<file path="src/rtl/spi_responder.sv">
// SPI mode-0 responder bridging an RP2040 host onto a 7-bit-address fabric register bus.
// Latency: ~SYNC_STAGES+1 pll_clk cycles from a pin edge to action; read data reaches miso 2 cycles after reg_rd_en.
// Backpressure: none; the host paces everything via SCK (>= 4 pll_clk per period). Macro SPI_RESPONDER_AUTOINC_EN enables address auto-increment.
module spi_responder #(
    parameter int SYNC_STAGES = 2,
    parameter int DATA_W      = 8
) (
    input  logic              pll_clk,
    input  logic              rst,
    input  logic              sck,
    input  logic              cs_n,
    input  logic              mosi,
    output logic              miso,
    output logic              miso_oe,
    output logic [6:0]        reg_addr,
    output logic              reg_wr_en,
    output logic [DATA_W-1:0] reg_wr_data,
    output logic              reg_rd_en,
    input  logic [DATA_W-1:0] reg_rd_data,
    output logic              busy
);

    typedef enum logic [1:0] {IDLE, CMD, WDATA, RDATA} state_t;

    state_t              state, state_nxt;
    logic [SYNC_STAGES-1:0] sck_sync, cs_sync, mosi_sync, warm_sr;
    logic                sck_prev, cs_prev, armed;
    logic                sck_s, cs_s, mosi_s;
    logic                sck_rise, sck_fall, cs_rise, cs_fall;
    logic [2:0]          bit_cnt, bit_cnt_nxt;
    logic [DATA_W-1:0]   shift_in, shift_in_nxt, shift_out, shift_out_nxt;
    logic [DATA_W-1:0]   rx_byte, wr_data_nxt;
    logic [6:0]          addr, addr_nxt, addr_step, reg_addr_nxt;
    logic                wr_en_nxt, rd_en_nxt, rd_pend, byte_done;

    assign sck_s    = sck_sync[SYNC_STAGES-1];
    assign cs_s     = cs_sync[SYNC_STAGES-1];
    assign mosi_s   = mosi_sync[SYNC_STAGES-1];
    assign sck_rise = ~sck_prev & sck_s;
    assign sck_fall = sck_prev & ~sck_s;
    assign cs_rise  = ~cs_prev & cs_s;
    // A fall only counts once cs_n has been genuinely seen high since reset,
    // so a host still holding cs_n low across a reset cannot restart a transfer.
    assign cs_fall  = cs_prev & ~cs_s & armed;

    assign miso_oe  = (state == RDATA);
    assign miso     = miso_oe & shift_out[DATA_W-1];
    assign busy     = ~cs_s;

`ifdef SPI_RESPONDER_AUTOINC_EN
    assign addr_step = addr + 7'd1;
`else
    assign addr_step = addr;
`endif

    always_ff @(posedge pll_clk) begin
        if (rst) begin
            sck_sync  <= '0;
            cs_sync   <= '1;
            mosi_sync <= '0;
            warm_sr   <= '0;
            sck_prev  <= 1'b0;
            cs_prev   <= 1'b1;
            armed     <= 1'b0;
        end else begin
            sck_sync  <= {sck_sync[SYNC_STAGES-2:0], sck};
            cs_sync   <= {cs_sync[SYNC_STAGES-2:0], cs_n};
            mosi_sync <= {mosi_sync[SYNC_STAGES-2:0], mosi};
            warm_sr   <= {warm_sr[SYNC_STAGES-2:0], 1'b1};
            sck_prev  <= sck_s;
            cs_prev   <= cs_s;
            if (warm_sr[SYNC_STAGES-1] && cs_s)
                armed <= 1'b1;
        end
    end

    always_ff @(posedge pll_clk) begin
        if (rst) begin
            state       <= IDLE;
            bit_cnt     <= '0;
            shift_in    <= '0;
            shift_out   <= '0;
            addr        <= '0;
            reg_addr    <= '0;
            reg_wr_en   <= 1'b0;
            reg_wr_data <= '0;
            reg_rd_en   <= 1'b0;
            rd_pend     <= 1'b0;
        end else begin
            state       <= state_nxt;
            bit_cnt     <= bit_cnt_nxt;
            shift_in    <= shift_in_nxt;
            shift_out   <= shift_out_nxt;
            addr        <= addr_nxt;
            reg_addr    <= reg_addr_nxt;
            reg_wr_en   <= wr_en_nxt;
            reg_wr_data <= wr_data_nxt;
            reg_rd_en   <= rd_en_nxt;
            rd_pend     <= reg_rd_en;
        end
    end

    always_comb begin
        state_nxt     = state;
        bit_cnt_nxt   = bit_cnt;
        shift_in_nxt  = shift_in;
        shift_out_nxt = shift_out;
        addr_nxt      = addr;
        reg_addr_nxt  = reg_addr;
        wr_en_nxt     = 1'b0;
        wr_data_nxt   = reg_wr_data;
        rd_en_nxt     = 1'b0;
        rx_byte       = {shift_in[DATA_W-2:0], mosi_s};
        byte_done     = sck_rise && (bit_cnt == 3'd7);

        case (state)
            IDLE: begin
                if (cs_fall) begin
                    state_nxt     = CMD;
                    bit_cnt_nxt   = '0;
                    shift_in_nxt  = '0;
                    shift_out_nxt = '0;
                end
            end
            CMD: begin
                if (sck_rise) begin
                    shift_in_nxt = rx_byte;
                    bit_cnt_nxt  = bit_cnt + 3'd1;
                end
                if (byte_done) begin
                    addr_nxt     = rx_byte[6:0];
                    reg_addr_nxt = rx_byte[6:0];
                    if (rx_byte[DATA_W-1]) begin
                        state_nxt = RDATA;
                        rd_en_nxt = 1'b1;
                    end else begin
                        state_nxt = WDATA;
                    end
                end
            end
            WDATA: begin
                if (sck_rise) begin
                    shift_in_nxt = rx_byte;
                    bit_cnt_nxt  = bit_cnt + 3'd1;
                end
                if (byte_done) begin
                    wr_en_nxt    = 1'b1;
                    wr_data_nxt  = rx_byte;
                    reg_addr_nxt = addr;
                    addr_nxt     = addr_step;
                end
            end
            RDATA: begin
                // The first fall of each byte presents the freshly loaded MSB, so it does not shift.
                if (sck_fall && bit_cnt != 3'd0)
                    shift_out_nxt = {shift_out[DATA_W-2:0], 1'b0};
                if (sck_rise)
                    bit_cnt_nxt = bit_cnt + 3'd1;
                if (byte_done) begin
                    addr_nxt     = addr_step;
                    reg_addr_nxt = addr_step;
                    rd_en_nxt    = 1'b1;
                end
                if (rd_pend)
                    shift_out_nxt = reg_rd_data;
            end
            default: state_nxt = IDLE;
        endcase

        // Deselect wins over everything except a write that completed this same cycle.
        if (cs_rise) begin
            state_nxt = IDLE;
            rd_en_nxt = 1'b0;
        end
    end

endmodule

</file>
<file path="config.mk">
export PLATFORM = sky130hd
export DESIGN_NAME = spi_responder
export DESIGN_NICKNAME = d
export VERILOG_FILES = /design/src/rtl/spi_responder.sv
export SDC_FILE = /design/constraint.sdc
export NUM_CORES = 1
export LEC_CHECK = 0
export CAP_MARGIN = 10
export CORE_UTILIZATION = 39
export CTS_CLUSTER_DIAMETER = 40
export CTS_CLUSTER_SIZE = 10
export DETAILED_ROUTE_END_ITERATION = 7
export PLACE_DENSITY_LB_ADDON = 0.05
export SETUP_SLACK_MARGIN = 0.15
export SYNTH_ARGS = -nofsm -noshare
export SYNTH_HDL_FRONTEND = slang
export SYNTH_SLANG_ARGS = --single-unit
</file>
<file path="constraint.sdc">
create_clock -name pll_clk -period 2.07 [get_ports pll_clk]
set_clock_uncertainty 0.05 [all_clocks]
set_input_delay 0.207 -clock pll_clk [delete_from_list [all_inputs] [get_ports pll_clk]]
set_output_delay 0.207 -clock pll_clk [all_outputs]
set_load 0.005 [all_outputs]
</file>
Word level (Yosys, flattened, before mapping) --
Index checks and enable logic that the tools add are counted.
Word-level totals: register bits 56, output and inout port bits 20
Operators by class: add/subtract/negate cells 1, equality and inequality tests 10, mux-type cells 21, bitwise gates (word level) 11, reduce and logical (&&, ||, !) cells 21
Operators with widths (number):
- $pmux W7 S2 | 2
- $mux W8 | 3
- $mux W7 | 3
- $pmux W8 S2 | 1
- $reduce_and A3 Y1 | 4
- $reduce_bool A2 Y1 | 4
- $reduce_or A2 Y1 | 4
- $and A1 B1 Y1 | 6
- $mux W3 | 2
- $ne A2 B1 Y1 const B | 3
- $pmux W3 S2 | 1
- $reduce_and A2 Y1 | 3
- $mux W1 | 5
- $not A1 Y1 | 5
- $eq A2 B2 Y1 const B | 2
- $mux W2 | 2
- $ne A2 B2 Y1 const B | 2
- $pmux W2 S2 | 1
- $add A3 B1 Y3 const B | 1
- $eq A3 B3 Y1 const B | 1
- $logic_and A1 B1 Y1 | 3
- $ne A3 B1 Y1 const B | 1
- $reduce_bool A3 Y1 | 1
- $reduce_or A3 Y1 | 1
- 3 further kinds | 3

Logic depth before layout (Yosys ltp) --
depth after elaboration 6, gate-level depth with buffers 8, mapped depth without buffers 6

Least setup slack after synthesis --
OpenSTA, ideal clock, no wires.
kind register -> register, start point reg state[0], end point reg shift_in[3], setup time 0.116 ns, data arrival time 1.782 ns, data required time 1.904 ns, setup slack 0.121 ns, cell stages (with the launch flop) 9, buffers on the path 2, period minus slack after synthesis 1.949 ns, path through dfxtp_1 -> inv_1 -> ha_1 -> clkbuf_1 -> nand2b_1 -> a22oi_1 -> buf_2 -> nor3b_1 -> a41o_1
On the way: word-level cells in the longest chain between the ends 4
RTL lines:
- start, declared | line 25 | state_t state, state_nxt;
- start signal, assigned | line 90 | state <= state_nxt;
- $eq A2 B2 Y1 / $eq A2 B1 Y1 (equally long branches) | line 116 | case (state)
- $reduce_or A2 Y1 (no line)
- $ne A2 B1 Y1 (no line) / $reduce_bool A2 Y1 (equally long branches)
- $reduce_and A3 Y1 (no line)
- end signal, assigned | line 92 | shift_in <= shift_in_nxt;
- end, declared | line 31 | logic [DATA_W-1:0] shift_in, shift_in_nxt, shift_out, shift_out_nxt;
Parallel ways exist; a longest one is shown, timed or not. A chain may end at the register's enable or synchronous reset.

Worst setup path after layout --
start point reg state[0], end point out miso
On the way: word-level cells in the longest chain between the ends 2
RTL lines:
- $eq A2 B2 Y1 | line 46 | assign miso_oe = (state == RDATA);
- $and A1 B1 Y1 | line 47 | assign miso = miso_oe & shift_out[DATA_W-1];
- end, declared | line 13 | output logic miso,
Every way passes these cells.

==> flow_metrics.py <==
metrics = {
    "logic_synthesis": {
        "syn-instance-count": 253,
        "ys_types": 36,
        "synth.avg_cell_area_um2": 9.19,
        "yosysWarnings": 0,
        "synthesis.nets": 274,
        "ys_seq_area_share_pct": 48.2,
        "syn_area_um2": 2330,
        "ys_ff_latch": 56,
    },
    "clocking": {
        "numCtsBuffers": 5,
        "hold_buffers": 0,
        "cts.path.max_buffers": 2,
        "clkTransAtPathRegs_ps": 90,
        "cts_tree": "built",
        "cts_sinks": 56,
        "htree_levels": 2,
        "clock_latency_ps": 300,
        "root_buffer": "clkbuf_8",
    },
    "placed_design": {
        "dp.cells": 349,
        "finalWeightedCongestion": 0.853,
        "port-buffer-count": 32,
        "hpwl_mm": 3.25,
        "dpl-instance-area_um2": 2740,
    },
    "power": {
        "power.internal_uw": 1560,
        "pwr_density_cell_nw_per_um2": 698,
        "power_frac_comb_pct": 10.9,
        "swShare_pct": 22.8,
        "p_seq_share_pct": 55.4,
        "ir_drop_uv": 317,
        "switching_power_uw": 462,
        "clock_power_share_pct": 33.7,
        "p_leak_uw": 0.00105,
    },
    "layout": {
        "fin_area_um2": 2900,
        "utilization_pct": 51.4,
        "drive_gt1_share_pct": 10.5,
        "diodes": 0,
        "nNetsFinal": 308,
        "area_growth_pct": 24.6,
        "instances_no_fill": 358,
    },
    "global_route": {
        "grt_max_degree": 44,
        "overflow": 0,
        "grt_antenna_before_repair": 0,
        "track_usage_pct": 15.9,
        "grt_pass1_vias": 1659,
        "grt_pass1_wl_mm": 7.87,
    },
    "floorplan": {
        "core_um2": 5640,
        "rows": 27,
        "start_util_pct": 41.2,
        "die_h_um": 79.2,
        "die_area_um2": 6280,
        "die_x_um": 79.2,
        "io_pins": 33,
    },
    "detailed_routing": {
        "vias": 1852,
        "via_per_inst": 5.17,
        "drtPass1Iterations": 6,
        "final_antenna_net_count": 0,
        "drc": 0,
        "drt_iter0_markers": 97,
        "finalWirelength_mm": 4.76,
        "routedWlPerCell_um": 13.3,
    },
    "sta": {
        "period_needed_ps": 1870,
        "tightest_slew_ps": 555,
        "slew_violations": 0,
        "fmax_ghz": 0.534,
        "rsz0062_at_grt": "yes",
        "slew_headroom_pct": 63.0,
        "hold_viol": 0,
        "tns_ps": 0,
        "setup_viol": 0,
        "finalCritPeriodShare_pct": 90.5,
    },
    "worst_setup_path": {
        "rr_startpoint": "state[1]$_SDFFE_PP0P_",
        "cp.arrival_ps": 1620,
        "crit_path_start_kind": "flip-flop",
        "path_max_fanout": 10,
        "reg2reg_depth": 7,
        "crit_path_end_kind": "output port",
        "worstSetupPathType": "reg -> out",
        "worstPathRequired_ps": 1810,
        "ff2ff_setup_slack_ps": 250,
        "reg2reg_to": "reg_addr[0]$_SDFFE_PP0P_",
    },
    "run": {
        "cap_violations": 0,
    },
    "hold_path": {
        "holdPathEnd": "cs_sync[1]$_SDFF_PP1_",
        "hold_start": "cs_sync[0]$_SDFF_PP1_",
        "hold_depth": 1,
        "min_path_type": "reg -> reg",
    },
    "outcome": {
        "status": "finished, final reports clean",
    },
}
==> metal layers <==
metal | share of wire, % | track usage [%]
met1 | 53 | 22.7
met2 | 42 | 23.4
met3 | 3.9 | 3.79
met5 | 0 | 0
met4 | 1.1 | 4.73
==> area by class of cell <==
| cell class | count | area, um2 |
|---|---|---|
| Fill cell | 526 | 2740 |
| Inverter | 8 | 30.0 |
| Multi-Input combinational cell | 171 | 1130 |
| Timing Repair Buffer | 45 | 425 |
| Sequential cell | 56 | 1130 |
| Tap cell | 72 | 90.1 |
| Clock buffer | 5 | 68.8 |
| Clock inverter | 1 | 30.0 |
==> cell families (layout without fill, tap and decap cells) <==
family          Yosys count  in the layout  synth area share, %
simple gates             91             91                 19.6
fa+ha+maj                 8              8                 4.30
buf+inv                  26             59                 4.73
mux                       8              8                 3.44
flops                    56             56                 48.2
compound gates           64             64                 19.7
==> critical path: stages, from the launching register on <==
cell and delay (ps):
dfxtp_4 390, ha_4 180, buf_6 140, and2_1 120, clkdlybuf4s50_1 490
==> what timing repair did <==
| action | in CTS | in global routing |
|---|---|---|
| buffers inserted | 0 | 3 |
| pin swaps | 0 | 1 |
| endpoints found under the setup margin | 1 | 16 |
| resized for setup | 6 | 3 |
==> cell usage after synthesis <==
cell	count	area share, %
clkbuf_1	12	1.9
nor3_1	2	0.43
a21oi_1	19	4.1
a311oi_2	1	0.65
buf_2	4	0.86
nor2b_1	7	1.9
nand3b_1	2	0.65
a22oi_1	3	0.97
inv_2	1	0.16
mux2i_1	8	3.4
o21ai_1	1	0.21
nand2b_1	3	0.81
nand2_1	41	6.6
o31ai_1	7	2.3
and2_1	2	0.54
and3_1	2	0.54
a41o_1	7	3.0
dfxtp_1	56	48
nor3b_1	8	2.6
a21oi_2	1	0.38
buf_6	1	0.48
o2bb2ai_1	1	0.38
o21ai_0	8	1.7
or2_2	2	0.54
nand3_1	1	0.21
nand4_1	1	0.27
nand3b_4	1	0.86
or3_1	2	0.54
a2111oi_0	1	0.38
ha_1	8	4.3
o311ai_0	8	3.0
a311oi_1	7	2.6
nand4b_1	2	0.75
nor2_1	15	2.4
inv_1	7	1.1
buf_1	1	0.16
==> metrics by stage <==
stage          hold WS [ps]  total power, uW  worst slack (ps)
2_1_floorplan           261             1270               231
3_3_place_gp            364             1360               197
3_5_place_dp            343             1360               169
4_1_cts                 366             2040               168
5_1_grt                 386             2110               114
6_report                364             2020               197
==> placed cells by master (no fill, tap or decap), types with 2 or more instances in the layout <==
| cell type | count |
|---|---|
| nor2_1 | 15 |
| nor3b_1 | 8 |
| or2_2 | 2 |
| and2_1 | 2 |
| and3_1 | 2 |
| nand4b_1 | 2 |
| nor3_1 | 2 |
| nand3b_1 | 2 |
| buf_6 | 2 |
| ha_1 | 7 |
| clkdlybuf4s50_1 | 32 |
| buf_4 | 11 |
| clkbuf_8 | 5 |
| mux2i_1 | 8 |
| nand2b_1 | 3 |
| a21oi_1 | 19 |
| o31ai_1 | 7 |
| dfxtp_1 | 54 |
| inv_1 | 7 |
| nand2_1 | 41 |
| a22oi_1 | 2 |
| o21ai_0 | 8 |
| nor2b_1 | 7 |
| a41o_1 | 7 |
| a311oi_1 | 7 |
| o311ai_0 | 8 |
==> flip-flops by register name (all words and copies together), names as in the netlist <==
register	cells
reg_wr_en	1
sck_sync	2
shift_out	8
rd_pend	1
bit_cnt	3
reg_addr	7
state	2
reg_wr_data	8
addr	7
armed	1
warm_sr	2
sck_prev	1
cs_sync	2
cs_prev	1
shift_in	7
mosi_sync	2
reg_rd_en	1
==> power by group through the flow <==
stage | combinational [uW] | sequential [uW] | clock [uW]
6_report | 221 | 1120 | 681
5_1_grt | 244 | 1130 | 743
4_1_cts | 210 | 1120 | 704
3_5_place_dp | 209 | 1150 | 0
3_3_place_gp | 209 | 1150 | 0
2_1_floorplan | 125 | 1150 | 0
==> worst max path at each step <==
| stage | startpoint | to | slack, ps |
|---|---|---|---|
| 3_5_place_dp | state[0]$_SDFFE_PP0P_ | shift_out[1]$_SDFFE_PP0P_ | 170 |
| 5_1_grt | state[1]$_SDFFE_PP0P_ | reg_addr[5]$_SDFFE_PP0P_ | 110 |
| 6_report | state[0]$_SDFFE_PP0P_ | miso | 200 |
| 4_1_cts | state[0]$_SDFFE_PP0P_ | miso | 170 |
| 3_3_place_gp | state[1]$_SDFFE_PP0P_ | reg_addr[4]$_SDFFE_PP0P_ | 200 |
| 2_1_floorplan | state[0]$_SDFFE_PP0P_ | shift_in[3]$_SDFFE_PP0P_ | 230 |
No activity file was read; power rests on OpenSTA's default activity.
